--- config.mk ---
export PLATFORM = sky130hd
export DESIGN_NAME = fetch_unit
export DESIGN_NICKNAME = d
export VERILOG_FILES = /design/src/rtl/fetch_pkg.sv /design/src/rtl/fetch_skid_buffer.sv /design/src/rtl/fetch_unit.sv
export SDC_FILE = /design/constraint.sdc
export NUM_CORES = 1
export LEC_CHECK = 0
export BUFFER_PORTS_ARGS = -buffer_cell sky130_fd_sc_hd__buf_2
export CAP_MARGIN = 25
export CORE_AREA = 4 4 176 178
export CTS_BUF_LIST = sky130_fd_sc_hd__clkbuf_16
export DETAILED_ROUTE_END_ITERATION = 6
export DIE_AREA = 0 0 180 182
export GPL_TIMING_DRIVEN = 0
export MAX_ROUTING_LAYER = met4
export PLACE_DENSITY_LB_ADDON = 0.08
export SETUP_SLACK_MARGIN = 0.1
export SLEW_MARGIN = 10
export SYNTH_ARGS = -nofsm -noshare
export SYNTH_HDL_FRONTEND = slang
export SYNTH_HIERARCHICAL = 1
export SYNTH_SLANG_ARGS = --single-unit
--- constraint.sdc ---
create_clock -name clk -period 4 [get_ports clk]
set_input_delay 0.8 -clock clk [delete_from_list [all_inputs] [get_ports clk]]
set_output_delay 0.8 -clock clk [all_outputs]
set_load 0.03 [all_outputs]
--- src/rtl/fetch_pkg.sv ---
// fetch_pkg: shared types and constants for the instruction-fetch stage.
//   fetch_state_t  : fetch FSM encoding (FETCH, HOLD, DISCARD)
//   NOP_INST       : word presented on IF/ID when it holds no instruction
//   PC_STEP        : PC increment per fetched word
//   PC_READ_OFFSET : value added to an instruction address for decode's R15 read
//   sat_inc        : saturating 32-bit increment used by the optional counters
package fetch_pkg;

  typedef enum logic [1:0] {
    FETCH   = 2'd0,
    HOLD    = 2'd1,
    DISCARD = 2'd2
  } fetch_state_t;

  localparam logic [31:0] NOP_INST       = 32'h0000_0000;
  localparam logic [31:0] PC_STEP        = 32'd4;
  localparam logic [31:0] PC_READ_OFFSET = 32'd8;

  function automatic logic [31:0] sat_inc(input logic [31:0] value);
    sat_inc = (value == 32'hFFFF_FFFF) ? value : value + 32'd1;
  endfunction

endpackage

--- src/rtl/fetch_skid_buffer.sv ---
// fetch_skid_buffer: one-entry holding slot for a fetched word that arrived
// while decode was stalled.
//   clk, rst  : clock, asynchronous active-high reset
//   load      : capture word_in/pc_in and mark the entry valid
//   drain     : entry has been consumed; mark it empty
//   clear     : discard the entry (redirect); wins over load and drain
//   word_in   : fetched instruction to store
//   pc_in     : PC value (instruction address + 8) belonging to word_in
//   word, pc, valid : stored entry
module fetch_skid_buffer
  import fetch_pkg::*;
#(
  parameter int N = 32
) (
  input  logic         clk,
  input  logic         rst,
  input  logic         load,
  input  logic         drain,
  input  logic         clear,
  input  logic [N-1:0] word_in,
  input  logic [N-1:0] pc_in,
  output logic [N-1:0] word,
  output logic [N-1:0] pc,
  output logic         valid
);

  // Entry storage: clear beats load, load beats drain.
  always_ff @(posedge clk or posedge rst) begin
    if (rst) begin
      word  <= N'(NOP_INST);
      pc    <= {N{1'b0}};
      valid <= 1'b0;
    end else if (clear) begin
      word  <= N'(NOP_INST);
      pc    <= {N{1'b0}};
      valid <= 1'b0;
    end else if (load) begin
      word  <= word_in;
      pc    <= pc_in;
      valid <= 1'b1;
    end else if (drain) begin
      valid <= 1'b0;
    end else begin
      valid <= valid;
    end
  end

endmodule

--- src/rtl/fetch_unit.sv ---
// fetch_unit: instruction-fetch stage. Owns the PC, issues one outstanding
// request at a time to instruction memory and feeds decode through the
// IF/ID register, with a one-entry skid buffer for decode stalls and
// discard of in-flight fetches on redirects.
//   clk, rst       : clock, asynchronous active-high reset
//   stall          : decode hazard, hold IF/ID
//   branch_taken   : redirect request (beats stall)
//   branch_target  : redirect address, low two bits ignored
//   imem_req/addr  : fetch request and its address (address stable while req=1)
//   imem_ack/rdata : memory response, ack only honoured while imem_req=1
//   inst, pc_out, inst_valid : IF/ID register towards decode
// Optional build macro FETCH_PERF_EN adds fetch_count and bubble_count
// (32-bit saturating counters cleared by rst).
module fetch_unit
  import fetch_pkg::*;
#(
  parameter int           N        = 32,
  parameter logic [N-1:0] RESET_PC = {N{1'b0}}
) (
  input  logic         clk,
  input  logic         rst,
  input  logic         stall,
  input  logic         branch_taken,
  input  logic [N-1:0] branch_target,
  output logic         imem_req,
  output logic [N-1:0] imem_addr,
  input  logic         imem_ack,
  input  logic [N-1:0] imem_rdata,
  output logic [N-1:0] inst,
  output logic [N-1:0] pc_out,
  output logic         inst_valid
`ifdef FETCH_PERF_EN
  ,
  output logic [31:0]  fetch_count,
  output logic [31:0]  bubble_count
`endif
);

  fetch_state_t state_r, state_nx;
  logic [N-1:0] pc_r, pc_nx;
  logic [N-1:0] addr_nx;
  logic [N-1:0] target_s;
  logic [N-1:0] pc_plus_step_s;
  logic [N-1:0] pc_plus_read_s;
  logic         ack_s;

  logic         ifid_upd_s;
  logic [N-1:0] ifid_inst_s;
  logic [N-1:0] ifid_pc_s;
  logic         ifid_valid_s;
  logic         accept_s;

  logic         skid_load_s;
  logic         skid_drain_s;
  logic         skid_clear_s;
  logic [N-1:0] skid_word_s;
  logic [N-1:0] skid_pc_s;
  logic         skid_valid_s;

  // A response only counts while our own registered request is up.
  assign ack_s          = imem_ack & imem_req;
  assign target_s       = {branch_target[N-1:2], 2'b00};
  assign pc_plus_step_s = pc_r + N'(PC_STEP);
  assign pc_plus_read_s = pc_r + N'(PC_READ_OFFSET);

  fetch_skid_buffer #(.N(N)) u_skid (
    .clk     (clk),
    .rst     (rst),
    .load    (skid_load_s),
    .drain   (skid_drain_s),
    .clear   (skid_clear_s),
    .word_in (imem_rdata),
    .pc_in   (pc_plus_read_s),
    .word    (skid_word_s),
    .pc      (skid_pc_s),
    .valid   (skid_valid_s)
  );

  // Next-state, PC, address and IF/ID update decisions.
  always_comb begin
    state_nx     = state_r;
    pc_nx        = pc_r;
    addr_nx      = imem_addr;
    ifid_upd_s   = 1'b0;
    ifid_inst_s  = N'(NOP_INST);
    ifid_pc_s    = pc_out;
    ifid_valid_s = 1'b0;
    accept_s     = 1'b0;
    skid_load_s  = 1'b0;
    skid_drain_s = 1'b0;
    skid_clear_s = 1'b0;

    if (branch_taken) begin
      // Redirect: invalidate IF/ID even under stall, flush the skid entry.
      pc_nx        = target_s;
      skid_clear_s = 1'b1;
      ifid_upd_s   = 1'b1;
      case (state_r)
        FETCH:   state_nx = (imem_req && !ack_s) ? DISCARD : FETCH;
        HOLD:    state_nx = FETCH;
        DISCARD: state_nx = ack_s ? FETCH : DISCARD;
        default: state_nx = FETCH;
      endcase
      // An unanswered request must keep its original address until acked.
      addr_nx = (state_nx == DISCARD) ? imem_addr : target_s;
    end else begin
      case (state_r)
        FETCH: begin
          if (ack_s) begin
            accept_s = 1'b1;
            pc_nx    = pc_plus_step_s;
            addr_nx  = pc_plus_step_s;
            if (!stall) begin
              ifid_upd_s   = 1'b1;
              ifid_inst_s  = imem_rdata;
              ifid_pc_s    = pc_plus_read_s;
              ifid_valid_s = 1'b1;
            end else begin
              skid_load_s = 1'b1;
              state_nx    = HOLD;
            end
          end else begin
            ifid_upd_s = !stall;
          end
        end
        HOLD: begin
          if (!stall) begin
            ifid_upd_s   = 1'b1;
            ifid_inst_s  = skid_word_s;
            ifid_pc_s    = skid_pc_s;
            ifid_valid_s = skid_valid_s;
            skid_drain_s = 1'b1;
            state_nx     = FETCH;
          end else begin
            ifid_upd_s = 1'b0;
          end
        end
        DISCARD: begin
          ifid_upd_s = !stall;
          if (ack_s) begin
            // pc_r already holds the redirect target.
            state_nx = FETCH;
            addr_nx  = pc_r;
          end else begin
            state_nx = DISCARD;
          end
        end
        default: begin
          state_nx   = FETCH;
          addr_nx    = pc_r;
          ifid_upd_s = !stall;
        end
      endcase
    end
  end

  // FSM, PC and memory-request registers.
  always_ff @(posedge clk or posedge rst) begin
    if (rst) begin
      state_r   <= FETCH;
      pc_r      <= RESET_PC;
      imem_req  <= 1'b0;
      imem_addr <= RESET_PC;
    end else begin
      state_r   <= state_nx;
      pc_r      <= pc_nx;
      imem_req  <= (state_nx != HOLD);
      imem_addr <= addr_nx;
    end
  end

  // IF/ID register: written every non-stalled cycle, held otherwise.
  always_ff @(posedge clk or posedge rst) begin
    if (rst) begin
      inst       <= N'(NOP_INST);
      pc_out     <= {N{1'b0}};
      inst_valid <= 1'b0;
    end else if (ifid_upd_s) begin
      inst       <= ifid_inst_s;
      pc_out     <= ifid_pc_s;
      inst_valid <= ifid_valid_s;
    end else begin
      inst       <= inst;
      pc_out     <= pc_out;
      inst_valid <= inst_valid;
    end
  end

`ifdef FETCH_PERF_EN
  logic in_valid_s;

  // Validity of what IF/ID will hold after this edge.
  assign in_valid_s = ifid_upd_s ? ifid_valid_s : inst_valid;

  // Saturating fetch and bubble counters.
  always_ff @(posedge clk or posedge rst) begin
    if (rst) begin
      fetch_count  <= 32'd0;
      bubble_count <= 32'd0;
    end else begin
      fetch_count  <= accept_s ? sat_inc(fetch_count) : fetch_count;
      bubble_count <= (!stall && !in_valid_s) ? sat_inc(bubble_count) : bubble_count;
    end
  end
`endif

endmodule

After elaboration in Yosys (flattened, before gate mapping)
Cells that the tools add are included.

Memories: 0. ROM bits: 0. Output and inout port bits: 98. Flip-flop bits (word level): 197. Bits in latches: 0. Bits in writable memories: 0. Logic and storage cells: 84.

Div/mod/pow operators: 0. Multiplexer cells: 47. Reduce and logical (&&, ||, !) cells: 12. Equal/unequal tests: 11. Bitwise operators: 2. $lt $le $gt $ge: 0. $add $sub $neg: 2. Multiply operators: 0. Shift operators: 0.

Operators with widths (number): $mux 32 (17); $pmux 32 s2 (2); $pmux 32 s3 (1); $add 32x3->32 const B (1); $add 32x4->32 const B (1); $mux 1 (16); $mux 2 (7); $ne 2x2->1 const B (5); $reduce_bool 2->1 (4); $ne 3x3->1 const B (2); $pmux 2 s3 (1); $reduce_and 6->1 (1); $eq 2x2->1 const B (2); $pmux 1 s2 (2); $pmux 2 s2 (1); $reduce_and 4->1 (1); $reduce_bool 3->1 (1); $eq 2x1->1 const B (1); $logic_not 1->1 (2); $logic_not 2->1 (1); $ne 2x1->1 const B (1); $reduce_and 2->1 (1); $and 1x1->1 (1); $logic_and 1x1->1 (1); $not 1->1 (1).

Depth between registers and ports, before layout
Depth in word-level cells: 9. Mapped depth: 9.

Modules after synthesis
The synthesis kept the hierarchy.

By module, submodules not included: fetch_unit (cells each 818, instances 1, area each 7514.7 sq um); fetch_skid_buffer (cells each 211, instances 1, area each 2673.8 sq um).

Worst setup path after synthesis
Ideal clock, no wire load.

Kind: input -> register. From: input port imem_ack. To: register u_skid.word[1]. Data arrival time: 2243 ps. Slack: 1625 ps. Data required time: 3868 ps. Path buffers: 4. Stages on the path: 8. Cell sequence: and4bb_2 -> buf_2 -> clkbuf_1 -> and2_1 -> buf_6 -> buf_12 -> mux2i_1 -> nor2_1.

Longest elaborated chain between the ends: 5.

Ends and longest elaborated chain: start, declared (RTL line fetch_unit.sv:27) `input logic imem_ack,`; $and 1x1->1 (RTL line fetch_unit.sv:61) `assign ack_s = imem_ack & imem_req;`; $mux 1 (RTL line fetch_unit.sv:109) `if (ack_s) begin`; $mux 1 (RTL line fetch_unit.sv:107) `case (state_r)`; $mux 1 (RTL line fetch_unit.sv:93) `if (branch_taken) begin`; via skid_load_s (RTL line fetch_unit.sv:53) `logic skid_load_s;`; $reduce_bool 2->1 (no line); end signal, assigned (RTL line fetch_skid_buffer.sv:30) `word <= N'(NOP_INST);`; end signal, assigned (RTL line fetch_skid_buffer.sv:34) `word <= N'(NOP_INST);`; end signal, assigned (RTL line fetch_skid_buffer.sv:38) `word <= word_in;`; end, declared (RTL line fetch_skid_buffer.sv:22) `output logic [N-1:0] word,`.

The timed path passes the listed nets, and every way through them passes these cells. A chain may end at the register's enable or synchronous reset.

Worst setup path after layout
From: register state_r[1]. To: register u_skid.pc[30].

Longest elaborated chain between the ends: 4.

Ends and longest elaborated chain: start, declared (RTL line fetch_unit.sv:39) `fetch_state_t state_r, state_nx;`; start signal, assigned (RTL line fetch_unit.sv:165) `state_r <= state_nx;`; $logic_not 2->1 (RTL line fetch_unit.sv:107); $mux 1 (RTL line fetch_unit.sv:107); $mux 1 (RTL line fetch_unit.sv:93); via skid_load_s (RTL line fetch_unit.sv:53); $reduce_bool 2->1 (no line); end signal, assigned (RTL line fetch_skid_buffer.sv:31) `pc <= {N{1'b0}};`; end signal, assigned (RTL line fetch_skid_buffer.sv:35) `pc <= {N{1'b0}};`; end signal, assigned (RTL line fetch_skid_buffer.sv:39) `pc <= pc_in;`; end, declared (RTL line fetch_skid_buffer.sv:23) `output logic [N-1:0] pc,`.

The timed path passes the listed nets, and every way through them passes these cells.

==> results.cfg <==
[status]
run_status = finished clean

[placed_design]
dp_hpwl_um = 24600
place.gp.congestion = 0.840
numPortBuffers = 163
place.detailed.instances = 1588

[synthesis]
synth_cell_type_count = 65
ys_seq_elements = 194
postSynth.topFlopCell = sky130_fd_sc_hd__dfrtp_1
ys_warn_count = 6
netlist_area_sq_um = 10200
ys_top_cells_by_count = sky130_fd_sc_hd__dfrtp_1, sky130_fd_sc_hd__nand2_1, sky130_fd_sc_hd__nor2_1
synth_area_per_cell_sq_um = 9.90
yosys.area.top_type = sky130_fd_sc_hd__dfrtp_1
yosys.cell_count.top_type = sky130_fd_sc_hd__dfrtp_1
fraction_of_post_synthesis_cell_area_in_the_top_cell_type_by_area = 0.476
proportion_of_synthesized_chip_area_in_sequential_cells = 0.476
synthCells = 1029
synth_enable_flop_cells = 0
synth_async_sr_flop_share = 1.00
synth_top_cells_by_area = sky130_fd_sc_hd__dfrtp_1, sky130_fd_sc_hd__mux2i_1, sky130_fd_sc_hd__nand2_1, sky130_fd_sc_hd__o21ai_0, sky130_fd_sc_hd__nor2_1

[clocking]
cts.path.max_buffers = 2
cts_clock_pin_slew_for_the_worst_setup_and_hold_paths_ns = 0.08
postCtsResizedCells = 0
clkSinkCount = 194
ctsRootBufferMaster = sky130_fd_sc_hd__clkbuf_16
tritoncts = built
number_of_setup_buffers_added_after_cts = 0
tritoncts.num_buffers = 17
cts.htree.levels = 4
ctsHoldBuffers = 0
clk_latency_ns = 0.45

[critical_path]
crit_slowest_cell = sky130_fd_sc_hd__clkbuf_1
crit-reg2reg-launch = state_r[1]
critPathMaxStageDelay_ns = 0.52
setup.worst_path.start_class = register
worst-r2r-cell-count = 9
rrSetupSlack_ns = 1.01
endpoint_kind = register
worstPathArrival_ns = 3.31
path_cells = buf_6, and4bb_2, buf_2, clkbuf_1, and2_1, buf_6, buf_12, mux2i_1, nor2_1
path_class = register to register
worst-endpoint-required_ns = 4.31
r2r-end = u_skid/pc[30]
crit_path_top_cell_by_count = sky130_fd_sc_hd__buf_6
path_max_fanout = 10

[detailed_routing]
wire_per_inst_um = 20.6
remaining_drc_errors = 0
via_count = 8331
drt-vias-per-instance = 5.13
detail_route.iter0.violations = 414
first_pass_iters = 4
wl_um = 33400
route.antenna.remaining_nets = 0

[timing]
worst-slew-pin-transition_ns = 0.786
fin_skew_ns = 0.0182
rsz0062_at_grt = false
finalWorstPathRequiredPeriod_ns = 2.99
slew_violations = 0
hold_viol_final = 0
fin_crit_sh = 0.749
holdWs_ns = 0.284
fmax_mhz = 334
setup_tns_ns = 0
headroom_to_the_max_slew_limit = 0.472
finalSetupViolCount = 0

[layout]
layout-drive-gt1-share = 0.258
syn_to_final_growth_pct = 20.3
layout.nets = 1288
fin_cells = 1623
final_util = 0.417

[grt]
number_of_antenna_violations_at_the_first_check_in_global_routing = 3
grt_first_pass_wirelength_um = 52000
globalRoute.totalOverflow = 0
grt_start_max_net_pins = 57
grt_pass1_vias = 8652
globalRouteTotalUtil = 0.210

[pwr]
power.share.clock = 0.333
net-switching-power_uw = 2020
internal_power_contribution_uw = 3620
power_density_nw_per_um2 = 460
total_power_of_the_final_layout_uw = 5640
combPwrFrac = 0.257
vdd.ir_drop.worst_mv = 0.228
switching_share = 0.359
leakagePower_uw = 0.00543
power.sequential.fraction = 0.410

[die]
coreArea_sq_um = 29400
boundaryPins = 167
initial_core_util = 0.347
die_w_um = 180
placement_rows = 63
die_area_sq_um = 32800
die_h_um = 182

[flow_run]
maxCapViolCount = 0

[hold_path]
hold_path_class = input port to async pin
layer usage:
layer	global-route usage	part of all wire
met1	0.275	0.46
met4	0.0369	0.0093
met5	-	0
met3	0.0439	0.049
met2	0.344	0.49
worst max-delay path by stage:
stage          startpoint            end  cells past startpoint
6_report       state_r[1]  u_skid/pc[30]                      9
5_1_grt        state_r[0]  u_skid/pc[31]                      9
4_1_cts        state_r[1]  u_skid/pc[30]                      9
3_5_place_dp     imem_ack  u_skid/pc[30]                      9
3_3_place_gp          rst       inst[22]                      2
2_1_floorplan         rst   u_skid/pc[0]                      1
state kept, by name (all words and copies together) (netlist names):
| name | cells |
|---|---|
| u_skid/valid | 1 |
| pc_r | 30 |
| inst_valid | 1 |
| imem_addr | 31 |
| u_skid/word | 32 |
| inst | 32 |
| state_r | 2 |
| u_skid/pc | 32 |
| imem_req | 1 |
| pc_out | 32 |
power groups by stage:
stage | logic [uW] | clock network, uW | registers (uW)
5_1_grt | 1570 | 2000 | 2340
3_3_place_gp | 1440 | 0 | 2350
4_1_cts | 1470 | 1930 | 2320
2_1_floorplan | 646 | 0 | 2660
3_5_place_dp | 1460 | 0 | 2350
6_report | 1450 | 1880 | 2310
worst max-delay path, delay by kind of cell (launching register included):
family / cells / cell delay [ns]
buffers and inverters: 5 / 1.45
DFF: 1 / 0.46
muxes: 1 / 0.23
and+or+nand+nor: 3 / 0.71
area by class of cell:
class	count	area, sq um
flip-flops and latches	194	4850
clock buffers	17	425
fillers	2986	17100
diodes	3	7.51
inverters	9	40.0
plain buffers	89	542
clock inverters	15	210
well taps	390	488
multi-input cells	738	4760
repair buffers	168	923
stage by stage:
stage | setup slack (ns) | cell area (sq um)
detailed placement | 0.775 | 11600
CTS | 1.02 | 12200
finish | 1.01 | 12300
floorplan | 1.57 | 10200
global route | 0.866 | 12300
global placement | 0.349 | 11500
kinds of logic (layout without fill, tap and decap cells):
family                   count (synthesis)  after routing  synth area share
AND/OR/NAND/NOR                        379            379             0.188
flip-flops                             194            194             0.476
AO/OA/AOI/OAI                          188            188             0.118
buffers and inverters                   98            298            0.0565
multiplexers                            91             91            0.0920
XOR/XNOR                                76             76            0.0661
adder cells (fa/ha/maj)                  2              2           0.00246
other                                    1              5          0.000368
cell usage in the layout (no fill, tap or decap), drive strengths merged, types with 3 or more instances in the layout:
master	netlist	routed
a2111oi	3	3
xor2	36	36
nor2b	3	3
diode	0	3
nor3b	4	4
nand3	20	20
nand3b	4	4
or2	4	4
and3	8	8
clkinv	0	4
buf	62	230
inv	9	16
o31ai	6	6
nand4	21	21
xnor2	40	40
nor4	15	15
nand2	137	137
a221o	10	10
a31oi	6	6
clkbuf	27	44
nor2	118	118
mux2i	70	70
a21oi	8	8
dfrtp	194	194
mux2	21	21
nand2b	9	9
a21boi	4	4
and4	3	3
nor3	24	24
o21ai	94	94
a22oi	44	44
No activity file was read; power rests on OpenSTA's default activity.
